--- src/rtl/hazard_sched.sv ---
// rtl/hazard_sched.sv - D-stage stall and bypass select generation for the 5-stage MIPS pipeline.
// Optional HI/LO busy sequencing is built when HAZARD_MDU_EN is defined.
module hazard_sched #(
  parameter int MULT_LAT = 5,
  parameter int DIV_LAT  = 10
) (
  input  logic       clk,
  input  logic       rst_n,
  input  logic       d_valid,
  input  logic [4:0] d_rs,
  input  logic [4:0] d_rt,
  input  logic [1:0] d_rs_tuse,
  input  logic [1:0] d_rt_tuse,
  input  logic [4:0] d_dst,
  input  logic [1:0] d_tnew,
  input  logic       d_mdu_start,
  input  logic       d_mdu_div,
  input  logic       d_mdu_read,
  output logic       stall,
  output logic [1:0] fwd_rs_D,
  output logic [1:0] fwd_rt_D,
  output logic [1:0] fwd_rs_E,
  output logic [1:0] fwd_rt_E,
  output logic       mdu_busy
);

  typedef struct packed {
    logic [4:0] dst;
    logic [1:0] tnew;
    logic [4:0] rs;
    logic [4:0] rt;
  } entry_t;

  entry_t e_q, e_d, m_q, m_d, w_q, w_d;
  logic   stall_reg;
  logic   stall_mdu;
  logic   issue;

  function automatic logic [1:0] age(input logic [1:0] t);
    return (t == 2'd0) ? 2'd0 : t - 2'd1;
  endfunction

  // Newest in-flight writer of r: 1=E, 2=M, 3=W, 0=none. Register 0 never matches.
  function automatic logic [1:0] newest(input logic [4:0] r, input entry_t e,
                                        input entry_t m, input entry_t w);
    logic [1:0] idx;
    idx = 2'd0;
    if (r != 5'd0) begin
      if (r == e.dst)      idx = 2'd1;
      else if (r == m.dst) idx = 2'd2;
      else if (r == w.dst) idx = 2'd3;
    end
    return idx;
  endfunction

  function automatic logic [1:0] sel_tnew(input logic [1:0] idx, input entry_t e,
                                          input entry_t m, input entry_t w);
    logic [1:0] t;
    case (idx)
      2'd1:    t = e.tnew;
      2'd2:    t = m.tnew;
      2'd3:    t = w.tnew;
      default: t = 2'd0;
    endcase
    return t;
  endfunction

  function automatic logic d_hazard(input logic [4:0] r, input logic [1:0] tuse,
                                    input entry_t e, input entry_t m, input entry_t w);
    logic [1:0] idx;
    idx = newest(r, e, m, w);
    return (idx != 2'd0) && (tuse != 2'd3) && (sel_tnew(idx, e, m, w) > tuse);
  endfunction

  function automatic logic [1:0] d_fwd(input logic [4:0] r, input entry_t e,
                                       input entry_t m, input entry_t w);
    logic [1:0] idx;
    idx = newest(r, e, m, w);
    return ((idx != 2'd0) && (sel_tnew(idx, e, m, w) == 2'd0)) ? idx : 2'd0;
  endfunction

  // E consumers only ever see M or W producers; an E-stage producer is one cycle behind.
  function automatic logic [1:0] e_fwd(input logic [4:0] r, input entry_t m, input entry_t w);
    logic [1:0] sel;
    sel = 2'd0;
    if (r != 5'd0) begin
      if ((r == m.dst) && (m.tnew == 2'd0)) sel = 2'd2;
      else if (r == w.dst)                  sel = 2'd3;
    end
    return sel;
  endfunction

  assign stall_reg = d_valid & (d_hazard(d_rs, d_rs_tuse, e_q, m_q, w_q) |
                                d_hazard(d_rt, d_rt_tuse, e_q, m_q, w_q));
  assign stall     = stall_reg | stall_mdu;
  assign issue     = d_valid & ~stall;

  assign fwd_rs_D = d_fwd(d_rs, e_q, m_q, w_q);
  assign fwd_rt_D = d_fwd(d_rt, e_q, m_q, w_q);
  assign fwd_rs_E = e_fwd(e_q.rs, m_q, w_q);
  assign fwd_rt_E = e_fwd(e_q.rt, m_q, w_q);

  always_comb begin
    e_d = '0;
    if (issue) begin
      e_d.dst  = d_dst;
      e_d.tnew = d_tnew;
      e_d.rs   = d_rs;
      e_d.rt   = d_rt;
    end
    m_d      = e_q;
    m_d.tnew = age(e_q.tnew);
    w_d      = m_q;
    w_d.tnew = age(m_q.tnew);
  end

  always_ff @(posedge clk or negedge rst_n) begin
    if (!rst_n) begin
      e_q <= '0;
      m_q <= '0;
      w_q <= '0;
    end else begin
      e_q <= e_d;
      m_q <= m_d;
      w_q <= w_d;
    end
  end

  logic unused_w;
  assign unused_w = ^{w_q.rs, w_q.rt};

`ifdef HAZARD_MDU_EN
  localparam logic [3:0] MULT_CNT = 4'(MULT_LAT);
  localparam logic [3:0] DIV_CNT  = 4'(DIV_LAT);

  logic [3:0] mdu_cnt_q, mdu_cnt_d;

  // A start blocked by a register stall must not load the counter, hence issue.
  always_comb begin
    mdu_cnt_d = mdu_cnt_q;
    if (issue && d_mdu_start)
      mdu_cnt_d = d_mdu_div ? DIV_CNT : MULT_CNT;
    else if (mdu_cnt_q != 4'd0)
      mdu_cnt_d = mdu_cnt_q - 4'd1;
  end

  always_ff @(posedge clk or negedge rst_n) begin
    if (!rst_n) mdu_cnt_q <= 4'd0;
    else        mdu_cnt_q <= mdu_cnt_d;
  end

  assign mdu_busy  = (mdu_cnt_q != 4'd0);
  assign stall_mdu = d_valid & (d_mdu_start | d_mdu_read) & mdu_busy;
`else
  logic unused_mdu;
  assign unused_mdu = ^{d_mdu_start, d_mdu_div, d_mdu_read, MULT_LAT[0], DIV_LAT[0]};
  assign mdu_busy   = 1'b0;
  assign stall_mdu  = 1'b0;
`endif

endmodule

--- config.mk ---
export PLATFORM = sky130hd
export DESIGN_NAME = hazard_sched
export DESIGN_NICKNAME = d
export VERILOG_FILES = /design/src/rtl/hazard_sched.sv
export SDC_FILE = /design/constraint.sdc
export NUM_CORES = 1
export LEC_CHECK = 0
export ABC_CLOCK_PERIOD_IN_PS = 3600
export BUFFER_PORTS_ARGS = -buffer_cell sky130_fd_sc_hd__buf_4
export CELL_PAD_IN_SITES_DETAIL_PLACEMENT = 2
export CELL_PAD_IN_SITES_GLOBAL_PLACEMENT = 2
export CORE_ASPECT_RATIO = 0.7
export CORE_MARGIN = 10
export CORE_UTILIZATION = 31
export CTS_CLUSTER_SIZE = 25
export DETAILED_ROUTE_END_ITERATION = 12
export GPL_ROUTABILITY_DRIVEN = 0
export GPL_TIMING_DRIVEN = 0
export PLACE_DENSITY = 0.84
export SLEW_MARGIN = 25
export SYNTH_ARGS = -nofsm -noshare
export SYNTH_HDL_FRONTEND = slang
export SYNTH_SLANG_ARGS = --single-unit
--- constraint.sdc ---
create_clock -name clk -period 3.6 [get_ports clk]
set_input_delay 0.72 -clock clk [delete_from_list [all_inputs] [get_ports clk]]
set_output_delay 0.72 -clock clk [all_outputs]
set_load 0.01 [all_outputs]
==> reports/qor.txt <==
Hold-fix buffers, CTS - 0
maximum clock frequency - 0.267 GHz
nets@finish - 297
Netlist cell types - 42
TNS Setup - -0.139 ns
worst hold margin - 0.348 ns
status - complete, but fails checks
Synth area leader - dfrtp_1
Via density - 5.05
Final WS setup - -0.139 ns
top_reg_cell synth - dfrtp_1
initial antenna violation count - 0
final instance area - 0.00287 mm2
max-cap violation count - 0
CTS Buffer Depth - 2
top post-synthesis cells by area - dfrtp_1 37%, xor2_1 13%, xnor2_1 8.3%
Crit Path Max Fanout - 5
crit path kind - input pin to output pin
H-tree level count - 2
total track usage - 14.9%
crit path DAT - 3.02 ns
VDD IR max - 0.139 mV
Final Total Pwr - 991 uW
layout cells sized above 1 - 39.0%
minimum clock period - 3.74 ns
final slew viol count - 0
Clock Pin Slew Worst Setup and Hold Paths - 0.07 ns
grt total ovfl - 0
Reg2Reg Setup Slack - 0.68 ns
failing checks - negative setup slack
top cells by count, synth - 31 x dfrtp_1, 30 x xor2_1, 23 x nand2_1
Routed Antenna Nets - 0
Final period util - 104%
Via Count - 1,823
total number of yosys warnings - 0
RSZ-0062 raised after global routing - yes
Core Box Area - 0.00666 mm2
Yosys reg bits - 31
Die Y-Extent - 88.9 um
Skew-Pair Late Insertion Delay - 0.30 ns
PwrDens - 346 mW/mm2
cell area after synthesis - 0.00210 mm2
Sinks on Clock Net - 31
Die Wd - 118 um
worst r2r dst - e_q[15]
Worst Path Required - 2.88 ns
First-pass DRT Iterations - 4
syn nets - 251
r2r startpoint - e_q[15]
CP Launch Type - input pin
number of synthesized flops with an enable pin - 0
Syn Area/Cell - 9.55 um2
crit path launch - d_rs[4]
drt total wl - 7.45 mm
total CTS buffers - 5
first-pass GRT wire length - 12.1 mm
1st-iter DRT viols - 59
largest net degree at the start of global routing - 32
I/O pin count - 37
Initial Utilization - 31.5%
Layout Skew - 0.00505 ns
fin cells - 361
PortBufs - 26
Site Rows - 25
DRC - 0
Hold Vio Cnt, Final - 0
placed insts - 340
sequential-to-total area share from yosys stat - 36.9%
post-layout util - 43.0%
count leader, synth - dfrtp_1
Pleak - 1.35 nW
Mapped Cells - 220
CTS root buf - clkbuf_8
final setup fails - 1
die area - 0.0105 mm2
DP Wirelength - 5.08 mm
Critical Path Sink Type - output pin
DR WL/cell - 20.6 um
worst reg2reg path depth - 14
# fillers - 727
pre-CTS worst setup slack - -0.642 ns
CTS tree - done
Synth top area share - 36.9%
Worst Hold Class - input pin to async pin
Syn-to-layout area delta - 36.4%
ant diodes - 0
Post-DP Area - 0.00241 mm2
vias in the first global route - 2,145
ys async rst share - 100%
worst max path at each step:
stage,slack (ns),cells after the start,end
after global routing,-0.25,14,stall
final,-0.14,14,stall
after detailed placement,-0.64,13,stall
after global placement,-0.53,13,stall
after floorplan,0.01,12,stall
after CTS,0.002,13,stall
worst max-delay path, stage by stage:
cell     delay [ns]
buf_6          0.13
xnor2_4        0.19
nand3_4        0.11
nor3_4         0.26
buf_4          0.16
a21oi_2        0.03
a211o_1        0.28
ha_1           0.27
a22o_1         0.19
nor3_2         0.15
o31a_1         0.17
buf_6          0.12
o21a_1         0.12
buf_4          0.11
placed cells by master, fill, tap and decap left out, types with 4 or more instances in the layout:
cell type and count:
buf_4 37, xor2_1 28, dfrtp_1 25, nand2_1 23
nor3_2 12, xnor2_1 11, nor3_1 10, nor2_1 8
nand3_1 7, xnor2_2 7, a21oi_1 7, buf_6 7
clkbuf_8 6, dfrtp_2 6, nor3_4 5, clkbuf_2 4
inv_1 4, ha_1 4
sequential cells by signal, indices dropped and copies added (netlist names):
signal  flops
e_q        17
m_q         7
w_q         7
cells by family after synthesis:
group	share of synthesized area [%]
AOI/OAI and AO/OA	8.69
DFF	36.9
buffers and inverters	5.42
other	0.178
adders and majority gates	2.38
and+or+nand+nor	25.6
xor gates and xnor gates	20.8
what timing repair did:
action,4_1_cts,5_1_grt
gates resized for setup,40,4
setup buffers,12,2
endpoints found under the setup margin,1,1
pin swaps,18,5
layout make-up:
cell class | instances | area, um2 | share of cell area (%)
plain buffers | 12 | 103 | 3.58
well taps | 94 | 118 | 4.10
repair buffers | 40 | 315 | 11.0
clock buffers | 5 | 68.8 | 2.40
clock inverters | 3 | 43.8 | 1.53
inverters | 4 | 15.0 | 0.524
flip-flops and latches | 31 | 783 | 27.3
multi-input cells | 172 | 1420 | 49.5
report_power, final:
part | internal (mW) | total [mW] | switching (mW)
logic | 0.112 | 0.234 | 0.122
clock network | 0.206 | 0.350 | 0.144
registers | 0.369 | 0.407 | 0.0383
total | 0.687 | 0.991 | 0.304
routing by layer:
metal  routed length (um)  vias up  global-route usage, %  share of wire (%)
met5                    0        -                      0                  0
met4                   96        0                   4.53                1.3
met3                  410        9                   4.23                5.5
met2                 3590       56                   25.6                 48
met1                 3360      908                   17.9                 45
li1                     -      850                      -                  -
No activity file was read; power rests on OpenSTA's default activity.
